### src/rtl/halt_ctrl_pkg.sv
// Shared types and defaults for the timer halt controller.
// The timer width is common to the drain timeout and the resume delay.
package halt_ctrl_pkg;

  localparam int unsigned STATE_W           = 2;
  localparam int unsigned TMR_W             = 8;
  localparam int unsigned DEF_DRAIN_TIMEOUT = 16;
  localparam int unsigned DEF_RESUME_DLY    = 2;

  typedef enum logic [STATE_W-1:0] {
    ST_RUN    = 2'd0,
    ST_DRAIN  = 2'd1,
    ST_HALTED = 2'd2,
    ST_RESUME = 2'd3
  } state_e;

endpackage

### src/rtl/halt_ctrl_tmr.sv
// Loadable 8-bit down-counter with zero flag; load wins over decrement.
// It saturates at zero rather than wrapping.
module halt_ctrl_tmr
  import halt_ctrl_pkg::*;
(
  input  logic             clk,
  input  logic             rst_n,
  input  logic             load_i,
  input  logic [TMR_W-1:0] load_val_i,
  input  logic             dec_i,
  output logic             zero_o
);

  logic [TMR_W-1:0] cnt_q;

  always_ff @(posedge clk) begin
    if (!rst_n) begin
      cnt_q <= '0;
    end else if (load_i) begin
      cnt_q <= load_val_i;
    end else if (dec_i && (cnt_q != '0)) begin
      cnt_q <= cnt_q - 1'b1;
    end
  end

  assign zero_o = (cnt_q == '0);

endmodule

### src/rtl/halt_ctrl.sv
// Debug halt sequencer for the timer counter: drains to a safe stop point
// (or forces a halt on timeout), holds, then resumes after a fixed delay.
module halt_ctrl
  import halt_ctrl_pkg::*;
#(
  parameter int unsigned DRAIN_TIMEOUT = DEF_DRAIN_TIMEOUT,
  parameter int unsigned RESUME_DLY    = DEF_RESUME_DLY
) (
  input  logic               clk,
  input  logic               rst_n,
  input  logic               halt_req,
  input  logic               dbg_en,
  input  logic               cnt_idle,
  input  logic               forced_clr,
  output logic               dbg_mode,
  output logic               cnt_en,
  output logic               halt_forced,
  output logic [STATE_W-1:0] state
);

  localparam logic [TMR_W-1:0] DRAIN_LOAD  = TMR_W'(DRAIN_TIMEOUT - 1);
  localparam logic [TMR_W-1:0] RESUME_LOAD = TMR_W'(RESUME_DLY - 1);

  state_e           state_q, state_d;
  logic             cnt_en_q, dbg_mode_q, forced_q;
  logic             go;
  logic             forced_set;
  logic             tmr_load, tmr_dec, tmr_zero;
  logic [TMR_W-1:0] tmr_load_val;

  assign go = halt_req & dbg_en;

  always_comb begin
    state_d      = state_q;
    tmr_load     = 1'b0;
    tmr_load_val = '0;
    tmr_dec      = 1'b0;
    forced_set   = 1'b0;
    case (state_q)
      ST_RUN: begin
        if (go) begin
          state_d      = ST_DRAIN;
          tmr_load     = 1'b1;
          tmr_load_val = DRAIN_LOAD;
        end
      end
      ST_DRAIN: begin
        // Abort beats both the clean and the forced halt entry.
        if (!go) begin
          state_d = ST_RUN;
        end else if (cnt_idle) begin
          state_d = ST_HALTED;
        end else if (tmr_zero) begin
          state_d    = ST_HALTED;
          forced_set = 1'b1;
        end else begin
          tmr_dec = 1'b1;
        end
      end
      ST_HALTED: begin
        if (!go) begin
          state_d      = ST_RESUME;
          tmr_load     = 1'b1;
          tmr_load_val = RESUME_LOAD;
        end
      end
      ST_RESUME: begin
        if (go) begin
          state_d = ST_HALTED;
        end else if (tmr_zero) begin
          state_d = ST_RUN;
        end else begin
          tmr_dec = 1'b1;
        end
      end
      default: state_d = ST_RUN;
    endcase
  end

  // Outputs are registered from the next state so they track state_q exactly.
  always_ff @(posedge clk) begin
    if (!rst_n) begin
      state_q    <= ST_RUN;
      cnt_en_q   <= 1'b1;
      dbg_mode_q <= 1'b0;
      forced_q   <= 1'b0;
    end else begin
      state_q    <= state_d;
      cnt_en_q   <= (state_d == ST_RUN) || (state_d == ST_DRAIN);
      dbg_mode_q <= (state_d == ST_HALTED);
      if (forced_set) begin
        forced_q <= 1'b1;
      end else if (forced_clr) begin
        forced_q <= 1'b0;
      end
    end
  end

  halt_ctrl_tmr u_tmr (
    .clk        (clk),
    .rst_n      (rst_n),
    .load_i     (tmr_load),
    .load_val_i (tmr_load_val),
    .dec_i      (tmr_dec),
    .zero_o     (tmr_zero)
  );

  assign state       = state_q;
  assign cnt_en      = cnt_en_q;
  assign dbg_mode    = dbg_mode_q;
  assign halt_forced = forced_q;

endmodule

### config.mk
export PLATFORM = sky130hd
export DESIGN_NAME = halt_ctrl
export DESIGN_NICKNAME = d
export VERILOG_FILES = /design/src/rtl/halt_ctrl_pkg.sv /design/src/rtl/halt_ctrl_tmr.sv /design/src/rtl/halt_ctrl.sv
export SDC_FILE = /design/constraint.sdc
export NUM_CORES = 1
export LEC_CHECK = 0
export ABC_AREA = 1
export CAP_MARGIN = 15
export CORE_MARGIN = 2
export CORE_UTILIZATION = 54
export CTS_BUF_LIST = sky130_fd_sc_hd__clkbuf_8 sky130_fd_sc_hd__clkbuf_16
export DETAILED_ROUTE_END_ITERATION = 10
export HOLD_SLACK_MARGIN = 0.08
export PLACE_DENSITY = 0.8
export REMOVE_ABC_BUFFERS = 1
export SLEW_MARGIN = 20
export SYNTH_ARGS = -nofsm -noshare
export SYNTH_HDL_FRONTEND = slang
export SYNTH_SLANG_ARGS = --single-unit
### constraint.sdc
create_clock -name clk -period 2 [get_ports clk]
set_input_delay 0.4 -clock clk [delete_from_list [all_inputs] [get_ports clk]]
set_output_delay 0.4 -clock clk [all_outputs]
set_load 0.01 [all_outputs]
# Yosys cells after proc, flatten, opt, wreduce, memory -nomap -nowiden
# Index checks and enable logic that the tools add are counted.
# Widths: inputs -> output; s select.
[totals] reg_bits=13 inputBits=6 elab_cells=47
[op_classes] addsub=1 eq_ne=5 muxes=27 bitwise=1 reduce_logical=8
[ops] operator="$mux 8" count=2
[ops] operator="$mux 2" count=7
[ops] operator="$mux 1" count=13
[ops] operator="$logic_not 8->1" count=1
[ops] operator="$pmux 2 s4" count=1
[ops] operator="$pmux 4 s2" count=1
[ops] operator="$reduce_bool 8->1" count=1
[ops] operator="$sub 8x1->8 const B" count=1
[ops] operator="$eq 2x2->1 const B" count=3
[ops] operator="$eq 2x1->1 const B" count=2
[ops] operator="$logic_not 2->1" count=2
[ops] operator="$mux 4" count=1
[ops] operator="$pmux 1 s2" count=2
[ops] operator="$reduce_bool 2->1" count=2
[ops] operator="$and 1x1->1" count=1
[ops] operator="$logic_and 1x1->1" count=1
[ops] operator="$logic_or 1x1->1" count=1

# Logic depth before layout (Yosys ltp)
[logic_depth] word_depth=8 depth_mapped=10

# Cells and area by module
# From an unflattened synthesis, not the netlist that was laid out.
[unflattened] cells_unflattened=144 hier_area_um2=874.6
[by_module_without_submodules] module="halt_ctrl_tmr" n_inst=1 cells_per_inst=104 area_each_um2=600.6 seq_area_each_um2=160.2
[by_module_without_submodules] module="halt_ctrl" n_inst=1 cells_per_inst=40 area_each_um2=274.0 seq_area_each_um2=100.1

# Worst setup path before layout
# Ideal clock, no wire load.
[synth_timing] path_kind="register -> register" startpoint="reg u_tmr.cnt_q[0]" endpoint="reg u_tmr.cnt_q[5]" setup_time_ns=0.115 arrival_time_ns=1.134 required_time_ns=1.885 slack_ns=0.751 stages_incl_launch_ff=11 n_path_buf=0 cell_sequence="dfxtp_1 -> inv_1 -> ha_1 -> nand3_1 -> inv_2 -> nand2_4 -> nand2_4 -> nand2_8 -> nand3_1 -> nand2_1 -> nor2_1"
[synth_between] elab_chain_cells=7
[synth_lines] element="from (decl)" line_no="halt_ctrl_tmr.sv:14" text="logic [TMR_W-1:0] cnt_q;"
[synth_lines] element="from (signal assigned)" line_no="halt_ctrl_tmr.sv:20" text="cnt_q <= load_val_i;"
[synth_lines] element="from (signal assigned)" line_no="halt_ctrl_tmr.sv:22" text="cnt_q <= cnt_q - 1'b1;"
[synth_lines] element="$logic_not 8->1" line_no="halt_ctrl_tmr.sv:26" text="assign zero_o = (cnt_q == '0);"
[synth_lines] element="$mux 1" line_no="halt_ctrl.sv:53, halt_ctrl.sv:70"
[synth_lines] element="$mux 1" line_no="halt_ctrl.sv:51" text="end else if (cnt_idle) begin"
[synth_lines] element="$mux 1" line_no="halt_ctrl.sv:49" text="if (!go) begin"
[synth_lines] element="$pmux 1 s2" line_no="halt_ctrl.sv:39" text="case (state_q)"
[synth_lines] element="$logic_and 1x1->1" line_no="halt_ctrl_tmr.sv:21" text="end else if (dec_i && (cnt_q != '0)) begin"
[synth_lines] element="$reduce_bool 2->1 (no line)"
# Parallel ways exist; a longest one is shown, timed or not. The select of a mux whose other input is x is not followed.
# A chain may end at the register's enable or synchronous reset.

# Worst setup path after layout
[layout_timing] startpoint="reg state_q[1] (netlist: state[1])" endpoint="out state[1]"
[layout_lines] element="from (decl)" line_no="halt_ctrl.sv:24" text="state_e state_q, state_d;"
[layout_lines] element="from (signal assigned)" line_no="halt_ctrl.sv:88" text="state_q <= state_d;"
[layout_lines] element="to (decl)" line_no="halt_ctrl.sv:18" text="output logic [STATE_W-1:0] state"
# No word-level cell between the ends.

==> results.py <==
metrics = {
    "logic_synthesis": {
        "post_synth_num_cell_types": 24,
        "synth_area_in_adders_pct": 1.75,
        "ys_warn_count": 0,
        "synthTopCellsByArea": "sky130_fd_sc_hd__dfxtp_1, sky130_fd_sc_hd__nand2_1, sky130_fd_sc_hd__nor2_1",
        "synth_top_cell_area_share_pct": 36.4,
        "synth-compound-area-share_pct": 10.9,
        "synth_area_um2": 714,
        "post_synth_inst_count": 100,
        "synth_area_per_cell_um2": 7.14,
        "yosys-mux-area-fraction_pct": 0,
        "synthDominantAreaCellType": "sky130_fd_sc_hd__dfxtp_1",
        "synth_top_family_by_area": "simple AND/OR/NAND/NOR gates",
        "synth_seq_cells": 13,
        "synth_simple_gate_area_share_pct": 38.5,
        "yosysSeqAreaShare_pct": 36.4,
        "synth_xor_xnor_area_share_pct": 2.45,
    },
    "sta": {
        "maxSlewHeadroom_pct": 79.8,
        "layout_setup_ws_ns": 0.370,
        "skew_ns": 0.00536,
        "maxClockFrequency_mhz": 614,
        "fin_crit_ns": 1.63,
        "timing.setup.tns_ns": 0,
        "period_share_pct": 81.5,
        "drv_slew": 0,
        "timing.final.hold_violations": 0,
        "setup_viol": 0,
        "worst_tran_pin_value_ns": 0.302,
        "grt_setup_unrepaired": "no",
    },
    "setup_path": {
        "cp_depth": 1,
        "cp_max_fo": 6,
        "critical_path_required_ns": 1.60,
        "r2r.worst_path.cells": 8,
        "worst_path_max_delay_cell": "sky130_fd_sc_hd__clkdlybuf4s50_1",
        "worst-path-buf-inv": 1,
        "setup.worst_path.start_class": "flop",
        "maximum_cell_stage_delay_along_the_critical_path_ns": 0.57,
        "worst-setup-path-type": "flop to output pin",
        "cell_chain_of_the_critical_path": "clkdlybuf4s50_1",
        "cpLargestDelayFamily": "buffers and inverters",
        "worst_ep_arrival_time_ns": 1.23,
        "timing.critical_path.to_type": "output pin",
    },
    "final_layout": {
        "antenna_cells": 0,
        "count_of_fill_cells_added_during_filler_insertion": 122,
        "synthToLayoutAreaGrowth_pct": 22.9,
        "final_net_count": 122,
        "instances_no_fill": 129,
        "drive_gt1_share_pct": 18.4,
        "design_area_um2": 878,
        "layout.cells.most_common": "sky130_fd_sc_hd__nand2_1",
        "finalCoreUtilization_pct": 69.2,
        "most-common-layout-cells": "sky130_fd_sc_hd__nand2_1, sky130_fd_sc_hd__nor2_1, sky130_fd_sc_hd__inv_1, sky130_fd_sc_hd__dfxtp_1",
    },
    "die": {
        "top_ports": 11,
        "rows": 13,
        "start_util_pct": 56.3,
        "dieHeight_um": 40.4,
        "die_width_um": 40.4,
        "coreArea_mm2": 0.00127,
        "die_footprint_mm2": 0.00163,
    },
    "grt": {
        "grt-ovfl-total": 0,
        "pin_count_of_the_biggest_net_entering_global_routing": 9,
        "groute.usage.overall_pct": 18.6,
        "vias_in_the_first_global_route": 504,
        "grt_first_pass_wirelength_mm": 1.96,
        "number_of_antenna_violations_at_the_first_check_in_global_routing": 0,
    },
    "drt": {
        "dr.pass1.iters": 4,
        "route.vias.total": 645,
        "via_per_inst": 5.00,
        "avgRoutedWirePerCell_um": 10.4,
        "drt_drc_violations_left": 0,
        "iteration_0_drc_count_of_the_detailed_router": 11,
        "postRouteAntennaNets": 0,
        "drt_wl_total_mm": 1.34,
    },
    "place": {
        "port_buffers": 10,
        "placed_cell_count": 125,
        "finalWeightedCongestion": 0.839,
        "placed_area_um2": 833,
        "detailedPlacementHpwl_mm": 1.05,
        "post-place-ws_ns": 0.273,
    },
    "hold_path": {
        "worstHoldPathType": "flop to flop",
        "min_path_cells": 2,
    },
    "clock_tree": {
        "cts_buffer_depth": 2,
        "cts_sinks": 13,
        "post_cts_resized": 0,
        "cts_buffers": 3,
        "cts_tree": "built",
        "count_of_hold_fix_buffers_inserted_at_cts": 0,
        "postCtsSetupBuffers": 0,
        "h-tree-depth": 1,
        "clkTransAtPathRegs_ns": 0.06,
        "clock_insertion_delay_worst_skew_ns": 0.24,
        "clock_tree_root": "sky130_fd_sc_hd__clkbuf_8",
    },
    "outcome": {
        "run_status": "finished clean",
    },
    "pwr": {
        "leakage_power_of_the_design_nw": 0.411,
        "powerDensity_mw_per_mm2": 761,
        "irDropWorstVdd_v": 0.000540,
    },
    "job": {
        "max_cap_violations": 0,
    },
}
## layer usage
metal  vias to the layer above  part of all wire (%)  wire, µm  GRT usage (%)
met5                         -                     0         0              0
met4                         0                   2.1        28           12.5
met3                         5                   3.3        44           5.00
met2                         7                    44       595           27.8
met1                       290                    50       671           23.0
li1                        343                     -         -              -
## power breakdown
part / switching [mW] / internal, mW
logic: 0.0931 / 0.0619
registers: 0.0107 / 0.273
clock network: 0.0942 / 0.135
total: 0.198 / 0.470
## cell families (layout without fill, tap and decap cells)
kind of cell               Yosys count  count (layout)
xor gates and xnor gates             2               2
DFF                                 13              13
AOI/OAI and AO/OA                   13              13
buffers and inverters               19              33
adders and majority gates            1               1
and+or+nand+nor                     52              52
## cells in the mapped netlist
master                       n
sky130_fd_sc_hd__nand2_1    15
sky130_fd_sc_hd__nor2_1     14
sky130_fd_sc_hd__dfxtp_1    13
sky130_fd_sc_hd__inv_1      12
sky130_fd_sc_hd__nand3_1    10
sky130_fd_sc_hd__inv_2       6
sky130_fd_sc_hd__a21oi_1     4
sky130_fd_sc_hd__o21ai_1     4
sky130_fd_sc_hd__nand2_2     3
sky130_fd_sc_hd__nand2_4     3
sky130_fd_sc_hd__a21oi_2     2
sky130_fd_sc_hd__nor3_1      2
sky130_fd_sc_hd__a2bb2oi_1   1
sky130_fd_sc_hd__a31oi_1     1
sky130_fd_sc_hd__clkinv_1    1
sky130_fd_sc_hd__ha_1        1
sky130_fd_sc_hd__nand2_8     1
sky130_fd_sc_hd__nand3_2     1
sky130_fd_sc_hd__nand4_1     1
sky130_fd_sc_hd__nor2_2      1
sky130_fd_sc_hd__nor2_4      1
sky130_fd_sc_hd__o21ai_0     1
sky130_fd_sc_hd__xnor2_1     1
sky130_fd_sc_hd__xor2_1      1
## final cells by class
type	instances	area [µm²]	area share, %
Clock buffer	3	41.3	4.70
Clock inverter	1	3.75	0.427
Inverter	19	71.3	8.12
Multi-Input combinational cell	68	383	43.6
Sequential cell	13	260	29.6
Tap cell	15	18.8	2.14
Timing Repair Buffer	10	100	11.4
## registers in the layout (all words and copies together), names as in the netlist
signal	cells
halt_forced	1
state	2
dbg_mode	1
cnt_en	1
u_tmr.cnt_q	8
## final timing paths
check                              startpoint  slack, ns                          end
setup reg to reg  u_tmr.cnt_q[0]$_SDFFE_PN0P_       0.57  u_tmr.cnt_q[2]$_SDFFE_PN0P_
hold / removal    u_tmr.cnt_q[0]$_SDFFE_PN0P_       0.49  u_tmr.cnt_q[0]$_SDFFE_PN0P_
setup / recovery          state[1]$_SDFF_PN0_       0.37                     state[1]
hold reg to reg   u_tmr.cnt_q[0]$_SDFFE_PN0P_       0.49  u_tmr.cnt_q[0]$_SDFFE_PN0P_
## metrics by stage
| stage | total power [mW] | hold slack [ns] |
|---|---|---|
| 3_3_place_gp | 0.439 | 0.474 |
| 6_report | 0.668 | 0.491 |
| 3_5_place_dp | 0.443 | 0.480 |
| 2_1_floorplan | 0.406 | 0.452 |
| 4_1_cts | 0.677 | 0.490 |
| 5_1_grt | 0.701 | 0.505 |
No activity file was read; power rests on OpenSTA's default activity.
